<file path="src/rtl/mips_defs_pkg.sv">
// Core-wide MIPS constants shared by fetch, CP0 and the memory stage.
package mips_defs;

  localparam int unsigned XLEN      = 32;
  localparam int unsigned EXCCODE_W = 5;
  localparam int unsigned IM_WORDS  = 2048;

  localparam logic [XLEN-1:0] RESET_PC = 32'h0000_3000;
  localparam logic [XLEN-1:0] EXC_VEC  = 32'h0000_4180;
  localparam logic [XLEN-1:0] IM_BASE  = 32'h0000_3000;
  localparam logic [XLEN-1:0] IM_LAST  = IM_BASE + XLEN'(4 * IM_WORDS) - 32'd4;

  localparam logic [EXCCODE_W-1:0] EXC_ADEL = 5'd4;

  // Payload handed to the F/D pipeline register.
  typedef struct packed {
    logic [XLEN-1:0]      pc;
    logic [XLEN-1:0]      instr;
    logic                 valid;
    logic                 exc;
    logic [EXCCODE_W-1:0] exccode;
  } f_bundle_t;

endpackage

</file>
<file path="src/rtl/fetch_addr_check.sv">
// Instruction-address check: flags misaligned or out-of-memory fetch addresses.
module fetch_addr_check
  import mips_defs::*;
(
  input  logic [XLEN-1:0] addr_i,
  output logic            fault_c_o
);

  logic misaligned_c;
  logic out_of_range_c;

  assign misaligned_c   = (addr_i[1:0] != 2'b00);
  assign out_of_range_c = (addr_i < IM_BASE) || (addr_i > IM_LAST);
  assign fault_c_o      = misaligned_c | out_of_range_c;

endmodule

</file>
<file path="src/rtl/fetch_pc_unit.sv">
// Fetch-stage PC unit: next-PC selection, synchronous-BRAM address drive and
// F-stage output gating with AdEL detection.
module fetch_pc_unit
  import mips_defs::*;
(
  input  logic                 clk,
  input  logic                 reset_n,
  input  logic                 stall,
  input  logic                 redirect_valid,
  input  logic [XLEN-1:0]      redirect_pc,
  input  logic                 exc_req,
  input  logic                 eret_req,
  input  logic [XLEN-1:0]      epc,
  output logic [XLEN-1:0]      im_addr,
  input  logic [XLEN-1:0]      im_instr,
  output logic [XLEN-1:0]      f_pc,
  output logic [XLEN-1:0]      f_instr,
  output logic                 f_valid,
  output logic                 f_exc,
  output logic [EXCCODE_W-1:0] f_exccode
);

  logic [XLEN-1:0] pc_q, pc_d;
  logic            adel_q, adel_d;
  logic            valid_q, valid_d;
  f_bundle_t       f_bus_c;

  // Next-PC priority mux; the cycle right after reset re-presents RESET_PC so
  // its word is fetched with valid set.
  always_comb begin
    pc_d = pc_q + 32'd4;
    if (exc_req) begin
      pc_d = EXC_VEC;
    end else if (eret_req) begin
      pc_d = epc;
    end else if (stall || !valid_q) begin
      pc_d = pc_q;
    end else if (redirect_valid) begin
      pc_d = redirect_pc;
    end
  end

  assign valid_d = 1'b1;

  fetch_addr_check u_addr_check (
    .addr_i    (pc_d),
    .fault_c_o (adel_d)
  );

  assign im_addr = reset_n ? pc_d : RESET_PC;

  always_ff @(posedge clk or negedge reset_n) begin
    if (!reset_n) begin
      pc_q    <= RESET_PC;
      adel_q  <= 1'b0;
      valid_q <= 1'b0;
    end else begin
      pc_q    <= pc_d;
      adel_q  <= adel_d;
      valid_q <= valid_d;
    end
  end

  // Faulting or invalid fetches present a nop.
  always_comb begin
    f_bus_c         = '0;
    f_bus_c.pc      = pc_q;
    f_bus_c.valid   = valid_q;
    f_bus_c.exc     = valid_q & adel_q;
    f_bus_c.exccode = (valid_q & adel_q) ? EXC_ADEL : '0;
    f_bus_c.instr   = (valid_q & ~adel_q) ? im_instr : '0;
  end

  assign f_pc      = f_bus_c.pc;
  assign f_instr   = f_bus_c.instr;
  assign f_valid   = f_bus_c.valid;
  assign f_exc     = f_bus_c.exc;
  assign f_exccode = f_bus_c.exccode;

endmodule

</file>
<file path="config.mk">
export PLATFORM = sky130hd
export DESIGN_NAME = fetch_pc_unit
export DESIGN_NICKNAME = d
export VERILOG_FILES = /design/src/rtl/mips_defs_pkg.sv /design/src/rtl/fetch_addr_check.sv /design/src/rtl/fetch_pc_unit.sv
export SDC_FILE = /design/constraint.sdc
export NUM_CORES = 1
export LEC_CHECK = 0
export ABC_AREA = 1
export BUFFER_PORTS_ARGS = -buffer_cell sky130_fd_sc_hd__clkbuf_2
export CAP_MARGIN = 30
export CORE_MARGIN = 2
export CORE_UTILIZATION = 49
export DETAILED_ROUTE_END_ITERATION = 12
export GPL_TIMING_DRIVEN = 0
export PLACE_DENSITY = 0.88
export SLEW_MARGIN = 20
export SYNTH_ARGS = -nofsm -noshare
export SYNTH_HDL_FRONTEND = slang
export SYNTH_SLANG_ARGS = --single-unit
</file>
<file path="constraint.sdc">
create_clock -name clk -period 3.09 [get_ports clk]
set_input_delay 0.309 -clock clk [delete_from_list [all_inputs] [get_ports clk]]
set_output_delay 0.309 -clock clk [all_outputs]
set_load 0.1 [all_outputs]
</file>
==> run summary, run 1 <==
status -> complete, no violations
CTS Buf Count -> 5
worst path arrival time -> 2.74 ns
clk sinks -> 34
Slew Viols, Final -> 0
aggregate global routing overflow -> 0
Top Family by Delay on Critical Path -> buffers and inverters
Layout fillers -> 652
YS warnings -> 0
P&R area growth vs syn -> 40.2%
Max Cap Viol -> 0
ys async rst share -> 100%
diodes inserted -> 0
Via density -> 5.17
Core Rows -> 31
initial core utilization -> 50.1%
vias in the first global route -> 4,286
Setup crit end kind -> primary output
Clock Path Buffers -> 2
worst hold path class -> input port to async pin
Max Fclk -> 327 MHz
# DRC -> 0
wire length per cell -> 15.7 um
final setup violation count -> 0
core area -> 7180 um2
Buf/Inv on CP -> 4
most frequent cells in the layout -> 196 x clkbuf_2, 156 x nand2_1, 124 x nor2_1
post-synthesis sequential area ratio -> 23.7%
Layout Skew -> 0.0161 ns
Lkg Pwr -> 0.00296 uW
placed cell count -> 940
Non-Filler Instances -> 951
Post-Syn Area -> 3600 um2
DIE AREA -> 8050 um2
htree depth -> 2
DR iter-0 viols -> 325
gpl congestion -> 0.968
Slew headroom -> 38.4%
Least-Margin Pin Slew -> 0.924 ns
worst skew pair latency -> 0.30 ns
Power per Cell Area -> 363 nW/um2
TritonCTS clock tree -> yes
I/O pin cnt -> 205
vias -> 4,919
R2R setup slack -> 0.59 ns
GRT Util Overall -> 35.5%
syn_area_per_cell -> 5.64 um2
pin count of the biggest net entering global routing -> 36
Die Wd -> 89.7 um
CP max stage cell -> clkbuf_2
WHS -> 0.00274 ns
Synth top area share -> 22.3%
CP max stage delay -> 0.47 ns
Final Cycle Share -> 98.8%
Synth area leader -> dfrtp_1
FF+latch count, synth -> 34
worst-path fanout max -> 10
count of cell types in the netlist -> 41
worst IR drop on VDD -> 0.000283 V
DP HPWL -> 11,900 um
Buffers on Ports -> 200
cells along the critical path -> inv_1, nor2_2, buf_2, clkbuf_1, o221ai_1, a21oi_1, nor2_1, nor2_4, clkbuf_2
die height -> 89.7 um
Routed Antenna Nets -> 0
Mapped Cells -> 638
ys flop type -> dfrtp_1
commonest non-fill, non-tap cell in the layout -> clkbuf_2
initial antenna violation count -> 0
Hold Vio Cnt, Final -> 0
main area contributors after synthesis -> dfrtp_1 22%, nand2_1 16%, nor2_1 16%
Setup CP Type -> flop to primary output
nets -> 954
layout cell share with drive strength beyond 1 -> 36.5%
clock-pin slew on the worst setup and hold paths -> 0.09 ns
total iterations of the first detailed-routing run -> 5
number of flops mapped to enable cells by yosys -> 0
fin crit period -> 3.05 ns
Startpoint Class -> flop
RSZ-0062 raised after global routing -> false
placed instance area -> 4890 um2
Design Area, Final -> 5040 um2
post-layout util -> 70.3%
global-route wire length before repair -> 21,300 um
CTS root buf -> clkbuf_8
DRT Wirelength -> 15,000 um
Critical Path RT -> 2.78 ns
==> synthesized netlist by cell type, types with 5 or more instances <==
library cell / number
dfrtp_1: 32
nand3_1: 40
a21oi_1: 25
clkbuf_1: 19
nand4_1: 7
o21ai_1: 8
or2_2: 11
nor3_1: 5
nand2_1: 156
nor2_2: 5
nand2_2: 12
nor2_4: 6
nor2_1: 149
buf_4: 6
o21ai_0: 16
inv_1: 98
==> state kept, by name, summed over array words and instances (netlist names) <==
| name | cells |
|---|---|
| f_pc | 32 |
| f_valid | 1 |
| adel_q | 1 |
==> worst paths after layout <==
kind / end / depth (start not counted) / startpoint
max: im_addr[8] / 9 / f_valid$_DFF_PN0_
min: f_pc[23]$_DFF_PN0_ / 2 / reset_n
min in group clk: f_pc[5]$_DFF_PN0_ / 3 / epc[5]
min reg2reg: f_pc[1]$_DFF_PN0_ / 4 / f_pc[1]$_DFF_PN0_
max in group asynchronous: f_pc[17]$_DFF_PN0_ / 2 / reset_n
max reg2reg: adel_q$_DFF_PN0_ / 14 / f_pc[2]$_DFF_PN0_
==> per-layer routing <==
layer	share of wire [%]	global-route usage (%)	up-vias
met5	0	0	-
met4	2.5	11.3	0
met3	9.1	4.84	30
met2	50	62.2	297
met1	39	45.1	2231
li1	-	-	2361
==> through the flow <==
| stage | setup TNS, ns | power, uW | setup slack, ns |
|---|---|---|---|
| after detailed placement | 0 | 1450 | 0.0947 |
| after CTS | 0 | 1810 | 0.0387 |
| after global placement | 0 | 1440 | 0.0907 |
| final | 0 | 1830 | 0.0365 |
| after global routing | 0 | 1900 | 0.00310 |
| after floorplan | -0.116 | 1230 | -0.116 |
==> cell families after synthesis <==
family,synth area share (%)
and+or+nand+nor,49.1
buffers and inverters,15.7
AOI/OAI and AO/OA,9.94
DFF,23.7
xor gates and xnor gates,0.974
other,0.209
adders and majority gates,0.348
==> layout make-up <==
| type | instances | area [um2] | share of cell area [%] |
|---|---|---|---|
| Buffer | 30 | 178 | 3.52 |
| Clock buffer | 8 | 90.1 | 1.79 |
| Inverter | 102 | 385 | 7.64 |
| Multi-Input combinational cell | 474 | 2340 | 46.4 |
| Sequential cell | 34 | 863 | 17.1 |
| Tap cell | 99 | 124 | 2.46 |
| Timing Repair Buffer | 204 | 1060 | 21.1 |
==> report_power, final <==
part	total, uW	internal (uW)	switching [uW]
logic	934	202	733
clock network	364	182	182
registers	532	480	52.5
total	1830	864	967
==> timing repair <==
action,in CTS,in global routing
hold buffers,0,1
resized for setup,1,11
buffers inserted,0,0
endpoints found under the hold margin,0,8
setup endpoints to repair,7,6
Note: power is estimated with default switching activity, not from simulation.
==> inputs of run 2 (changes only) <==
--- a/config.mk
+++ b/config.mk
@@ -13,7 +13,7 @@
 export DETAILED_ROUTE_END_ITERATION = 12
 export GPL_TIMING_DRIVEN = 0
 export PLACE_DENSITY = 0.88
-export SLEW_MARGIN = 20
 export SYNTH_ARGS = -nofsm -noshare
 export SYNTH_HDL_FRONTEND = slang
+export SYNTH_HIERARCHICAL = 1
 export SYNTH_SLANG_ARGS = --single-unit
==> run 2 against run 1 <==
- sequential cell count unchanged
- synthesized area is 1.6% lower
- die area down 1.5%
==> run summary, run 2 <==
aggregate global routing overflow -> 0 (unchanged)
final setup violation count -> 0 (unchanged)
CP max stage cell -> clkbuf_2
commonest non-fill, non-tap cell in the layout -> clkbuf_2
pin count of the biggest net entering global routing -> 41 (+14%)
core area -> 6910 um2 (-3.7%)
Synth top area share -> 22.6% (+0.35 points)
met3 GRT Util -> 6.46% (+1.6 points)
Buffers on Ports -> 199 (-0.50%)
Final TNS setup -> 0 ns (unchanged)
htree depth -> 2 (unchanged)
I/O pin cnt -> 205 (unchanged)
Final Cycle Share -> 93.2% (-5.6 points)
DP HPWL -> 12,200 um (+2.5%)
Layout Skew -> 0.00515 ns (-0.0110 ns)
total iterations of the first detailed-routing run -> 5 (unchanged)
max FFs per register -> 32 (unchanged)
worst-path fanout max -> 5 (-5)
vias -> 4,984 (+1.3%)
gpl congestion -> 0.945 (-2.3%)
Post-Syn Area -> 3540 um2 (-1.6%)
number of flops mapped to enable cells by yosys -> 0 (unchanged)
DR iter-0 viols -> 383 (+18%)
Slew Viols, Final -> 0 (unchanged)
cells along the critical path -> ha_1, nand2_1, nor2_4, nand2_1, nor2_2, nand3_1, nand2_1, nand2_1, nand2_1, nand2_1, nand2_1, nand2_1, nor2_4, clkbuf_2
Sw Share -> 52.9% (+0.077 points)
ys flop type -> dfrtp_1
Routed Antenna Nets -> 0 (unchanged)
most frequent cells in the layout -> 197 x clkbuf_2, 196 x nand2_1, 115 x inv_1
Overall Power -> 1800 uW (-1.9%)
post-synthesis sequential area ratio -> 24.1% (+0.38 points)
cts hold-fix bufs -> 0 (unchanged)
WHS -> 0.0361 ns (+0.0334 ns)
worst IR drop on VDD -> 0.000295 V (+4.1%)
die height -> 89.0 um (-0.75%)
Hold Vio Cnt, Final -> 0 (unchanged)
Power per Cell Area -> 361 nW/um2 (-0.51%)
TritonCTS clock tree -> yes
clk sinks -> 34 (unchanged)
initial core utilization -> 51.3% (+1.1 points)
RR Endpoint -> adel_q$_DFF_PN0_
RSZ-0062 raised after global routing -> false
cell internal pwr -> 846 uW (-2.1%)
ys async rst share -> 100% (unchanged)
count of cell types in the netlist -> 35 (-15%)
CP max stage delay -> 0.46 ns (about the same)
Least-Margin Pin Slew -> 0.996 ns (+0.0720 ns)
worst skew pair latency -> 0.29 ns (about the same)
# DRC -> 0 (unchanged)
Via density -> 5.18 (+0.16%)
post-layout util -> 72.0% (+1.7 points)
Sequential Power Share -> 29.2% (about the same)
diodes inserted -> 0 (unchanged)
main area contributors after synthesis -> dfrtp_1 23%, nand2_1 21%, inv_1 12%
Die Wd -> 89.0 um (-0.75%)
worst hold path class -> input port to async pin
worst path arrival time -> 2.57 ns (-0.17 ns)
global route hottest layer -> met2
nets -> 968 (+1.5%)
NetSw -> 950 uW (-1.8%)
Layout fillers -> 648 (-0.61%)
YS warnings -> 6 (+6)
Mapped Cells -> 656 (+2.8%)
DRT Wirelength -> 15,000 um (+0.36%)
P&R area growth vs syn -> 40.4%
met2 Track Usage GR -> 64.8% (+2.6 points)
Max Cap Viol -> 0 (unchanged)
fin crit period -> 2.88 ns (-0.174 ns)
Non-Filler Instances -> 962 (+1.2%)
Reg2Reg Depth -> 17 (+3)
Critical Path RT -> 2.78 ns (about the same)
Commonest cells post-synth -> 196 x nand2_1, 115 x inv_1, 113 x nor2_1, 39 x nand3_1, 34 x o21ai_0
placed cell count -> 954 (+1.5%)
Slew headroom -> 33.6% (-4.8 points)
top-count cell post-synth -> nand2_1
met1 Use GR -> 45.5% (+0.39 points)
R2R setup slack -> 0.46 ns (-0.13 ns)
wire length per cell -> 15.6 um (-0.79%)
critical path's most frequent cell -> nand2_1
combinational share of power -> 51.0% (about the same)
FF+latch count, synth -> 34 (unchanged)
vias in the first global route -> 4,798 (+12%)
Startpoint Class -> flop
worst reg2reg startpoint -> f_pc[12]$_DFF_PN1_
syn_area_per_cell -> 5.40 um2 (-4.3%)
layout cell share with drive strength beyond 1 -> 35.1% (-1.4 points)
CTS root buf -> clkbuf_8
Clock power frac -> 19.8% (about the same)
Lkg Pwr -> 0.00292 uW (-1.5%)
initial antenna violation count -> 0 (unchanged)
Core Rows -> 30 (-3.2%)
Setup crit end kind -> primary output
status -> complete, no violations
CTS Buf Count -> 5 (unchanged)
Setup CP Type -> flop to primary output
Max Fclk -> 347 MHz (+6.0%)
Clock Path Buffers -> 2 (unchanged)
Synth area leader -> dfrtp_1
DIE AREA -> 7920 um2 (-1.5%)
global-route wire length before repair -> 22,900 um (+7.7%)
clock-pin slew on the worst setup and hold paths -> 0.07 ns (-0.02 ns)
GRT Util Overall -> 38.4% (+2.8 points)
## run 2: cell types whose count changed after synthesis, moves of 5 or more
cell | before | now
o21ai_0 | 16 | 34
a21oi_1 | 25 | 32
and2_1 | 0 | 6
nor2_1 | 149 | 113
nand4_1 | 7 | 1
o21ai_1 | 8 | 3
nand2_2 | 12 | 3
nand2_1 | 156 | 196
o211ai_1 | 2 | 9
buf_2 | 2 | 8
or2_2 | 11 | 4
inv_1 | 98 | 115
## run 2: routing by layer
layer / vias up / wire, um
li1: 2398 / -
met1: 2227 / 5610
met2: 301 / 7280
met3: 58 / 1330
met4: 0 / 786
met5: - / 0
## run 2: how the worst max path moves through the flow
| stage | startpoint | end | slack (ns) | cells past startpoint |
|---|---|---|---|---|
| final | f_pc[3]$_DFF_PN0_ | im_addr[20] | 0.21 | 14 |
| after global routing | f_pc[12]$_DFF_PN1_ | im_addr[20] | 0.009 | 13 |
| after CTS | f_pc[12]$_DFF_PN1_ | im_addr[20] | 0.22 | 13 |
| after detailed placement | reset_n | im_addr[29] | -0.49 | 5 |
| after global placement | reset_n | im_addr[29] | -0.40 | 5 |
| after floorplan | f_valid$_DFF_PN0_ | im_addr[3] | -0.42 | 6 |
## run 2: stage by stage
| step | instance area [um2] | worst slack (ns) |
|---|---|---|
| finish | 4970 | 0.210 |
| global route | 4970 | 0.00911 |
| CTS | 4970 | 0.219 |
| detailed placement | 4880 | -0.488 |
| global placement | 4880 | -0.401 |
| floorplan | 3760 | -0.418 |
## run 2: final cells by class
type | instances | area, um2 | area share (%)
Multi-Input combinational cell | 474 | 2310 | 46.5
Inverter | 119 | 448 | 9.01
Sequential cell | 34 | 853 | 17.2
Buffer | 32 | 149 | 2.99
Clock inverter | 1 | 5.00 | 0.101
Tap cell | 96 | 120 | 2.42
Timing Repair Buffer | 199 | 998 | 20.1
Clock buffer | 7 | 86.3 | 1.74
## run 2: timing repair
action | 4_1_cts | 5_1_grt
setup endpoints to repair | 21 | 1
resized for setup | 2 | 1
setup buffers | 0 | 0
## run 2: cells by family after synthesis
group,synth area share [%]
flops,24.1
xor+xnor,0.247
simple gates,44.5
compound gates,13.1
fa+ha+maj,0.353
buf+inv,16.8
mux,0.636
other cells,0.212
## run 2: critical path: cells and delay by family (launching register included)
kind / cells / cell delay (ns)
flops: 1 / 0.41
fa+ha+maj: 1 / 0.21
simple gates: 12 / 1.18
buf+inv: 1 / 0.46
## run 2: power by group through the flow
stage | Sequential (uW) | Clock [uW] | Combinational (uW)
2_1_floorplan | 751 | 0 | 469
5_1_grt | 528 | 376 | 967
3_5_place_dp | 530 | 0 | 908
3_3_place_gp | 530 | 0 | 892
4_1_cts | 522 | 360 | 910
6_report | 524 | 355 | 916
==> inputs of run 3 (changes only) <==
--- a/config.mk
+++ b/config.mk
@@ -15,5 +15,4 @@
 export PLACE_DENSITY = 0.88
 export SYNTH_ARGS = -nofsm -noshare
 export SYNTH_HDL_FRONTEND = slang
-export SYNTH_HIERARCHICAL = 1
 export SYNTH_SLANG_ARGS = --single-unit
==> run 3 against run 2 <==
- cell count fell by 1.4%
- non-clock buffer count rose by 1
- sequential share of layout area barely moved
- critical endpoint is now im_addr[8]
- largest power group unchanged
- critical path depth fell by 5
- first-iteration DRC count fell by 25%
- worst hold slack improved by 0.24 ns
==> run summary, run 3 (synthesized netlist as in run 1, its figures left out) <==
worst IR drop on VDD -> 0.000283 V (-4.0%)
initial core utilization -> 50.1% (-1.1 points)
global route hottest layer -> met2
Final Cycle Share -> 98.0% (+4.8 points)
Power per Cell Area -> 363 nW/um2 (+0.65%)
Setup CP Type -> flop to primary output
Setup crit end kind -> primary output
core area -> 7180 um2 (+3.9%)
worst-path fanout max -> 10 (+5)
Via density -> 5.11 (-1.4%)
met1 Use GR -> 45.1% (-0.39 points)
Sw Share -> 52.8% (-0.097 points)
CTS Buf Count -> 5 (unchanged)
DR iter-0 viols -> 286 (-25%)
status -> complete, no violations
worst reg2reg startpoint -> f_pc[2]$_DFF_PN0_
Hold Vio Cnt, Final -> 0 (unchanged)
htree depth -> 2 (unchanged)
Overall Power -> 1820 uW (+1.6%)
vias in the first global route -> 4,286 (-11%)
layout cell share with drive strength beyond 1 -> 36.4% (+1.2 points)
Layout Skew -> 0.0138 ns (+0.00861 ns)
pin count of the biggest net entering global routing -> 36 (-12%)
met3 GRT Util -> 4.84% (-1.6 points)
Critical Path RT -> 2.78 ns (about the same)
Final TNS setup -> 0 ns (unchanged)
worst path arrival time -> 2.72 ns (+0.15 ns)
DP HPWL -> 11,900 um (-2.5%)
wire length per cell -> 15.5 um (-0.48%)
area of the multi-input gates -> 2340 um2 (+1.2%)
gpl congestion -> 0.968 (+2.4%)
combinational share of power -> 50.9% (about the same)
Core Rows -> 31 (+3.3%)
initial antenna violation count -> 0 (unchanged)
I/O pin cnt -> 205 (unchanged)
Sequential Power Share -> 29.1% (about the same)
aggregate global routing overflow -> 0 (unchanged)
Layout fillers -> 654 (+0.93%)
fin crit period -> 3.03 ns (+0.148 ns)
Die Wd -> 89.7 um (+0.76%)
Routed Antenna Nets -> 0 (unchanged)
vias -> 4,847 (-2.7%)
clock-pin slew on the worst setup and hold paths -> 0.08 ns (about the same)
total iterations of the first detailed-routing run -> 5 (unchanged)
DRT Wirelength -> 14,700 um (-1.8%)
most frequent cells in the layout -> 195 x clkbuf_2, 156 x nand2_1, 124 x nor2_1
worst hold path class -> input port to flop
P&R area growth vs syn -> 39.5%
register area -> 863 um2 (+1.2%)
critical path launch point -> f_valid$_DFF_PN0_
Buffers on Ports -> 200 (+0.50%)
Slew Viols, Final -> 0 (unchanged)
commonest non-fill, non-tap cell in the layout -> clkbuf_2
Hold Startpoint -> epc[5]
# DRC -> 0 (unchanged)
TritonCTS clock tree -> yes
NetSw -> 963 uW (+1.4%)
max FFs per register -> 32 (unchanged)
clk sinks -> 34 (unchanged)
Startpoint Class -> flop
Max Cap Viol -> 0 (unchanged)
Lkg Pwr -> 0.00295 uW (+1.0%)
RSZ-0062 raised after global routing -> false
GRT Util Overall -> 35.5% (-2.8 points)
diodes inserted -> 0 (unchanged)
Clock power frac -> 20.0% (+0.2 points)
met2 Track Usage GR -> 62.2% (-2.6 points)
worst skew pair latency -> 0.30 ns (about the same)
Slew headroom -> 32.9% (-0.77 points)
Clock Path Buffers -> 2 (unchanged)
global-route wire length before repair -> 21,300 um (-7.1%)
final setup violation count -> 0 (unchanged)
nets -> 952 (-1.7%)
Max Fclk -> 330 MHz (-4.9%)
die height -> 89.7 um (+0.76%)
Least-Margin Pin Slew -> 1.01 ns (+0.0115 ns)
CTS root buf -> clkbuf_8
cell internal pwr -> 861 uW (+1.8%)
DIE AREA -> 8050 um2 (+1.5%)
run 3: cell count changes in the layout (fill, tap and decap cells not counted), sizes merged, moves of 7 or more:
cell    before  now
inv        118  102
o21ai       37   24
nand2      199  169
o211ai       9    2
nor2       125  161
run 3: area by class of cell:
cell class,count,share of cell area [%]
Multi-Input combinational cell,474,46.6
Timing Repair Buffer,202,20.7
Sequential cell,34,17.2
Inverter,102,7.68
Buffer,30,3.54
Tap cell,99,2.47
Clock buffer,8,1.79
run 3: stage by stage:
| step | worst slack [ns] | area [um2] | utilization, % | instances | hold slack [ns] |
|---|---|---|---|---|---|
| finish | 0.0622 | 5020 | 70.0 | 949 | 0.279 |
| global placement | 0.0907 | 4890 | 68.1 | 940 | 0.472 |
| global route | 0.00310 | 5020 | 70.0 | 949 | 0.302 |
| detailed placement | 0.0947 | 4890 | 68.1 | 940 | 0.490 |
| floorplan | -0.116 | 3760 | - | 641 | 0.0134 |
| CTS | 0.0387 | 4980 | 69.4 | 947 | 0.167 |
run 3: final timing paths:
kind	to	slack [ns]	cells past startpoint
setup / recovery	im_addr[8]	0.06	9
max in group asynchronous	f_pc[12]$_DFF_PN1_	2.25	3
hold reg to reg	f_pc[1]$_DFF_PN0_	0.68	4
hold / removal	f_pc[5]$_DFF_PN0_	0.28	3
setup reg to reg	adel_q$_DFF_PN0_	0.68	14
min in group asynchronous	f_pc[25]$_DFF_PN0_	0.36	2
run 3: what timing repair did:
action	4_1_cts	5_1_grt
resized for setup	1	13
hold buffers	0	1
setup endpoints to repair	7	7
hold endpoints to repair	0	1
buffers inserted	0	0
run 3: power groups by stage:
stage	Sequential (uW)	Clock, uW	Combinational [uW]
global route	536	380	981
detailed placement	538	0	915
finish	531	364	928
floorplan	758	0	475
global placement	538	0	903
CTS	530	367	917
run 3: critical path: stages (launching register included):
cell and delay, ns:
dfrtp_2 0.39, inv_1 0.06, nor2_2 0.12, buf_2 0.28
clkbuf_1 0.43, o221ai_1 0.24, a21oi_1 0.20, nor2_1 0.15
nor2_4 0.10, buf_2 0.44
run 3: per-layer routing:
layer  vias to the layer above  wire (um)
li1                       2359          -
met1                      2201       5870
met2                       260       7300
met3                        27       1230
met4                         0        336
met5                         -          0
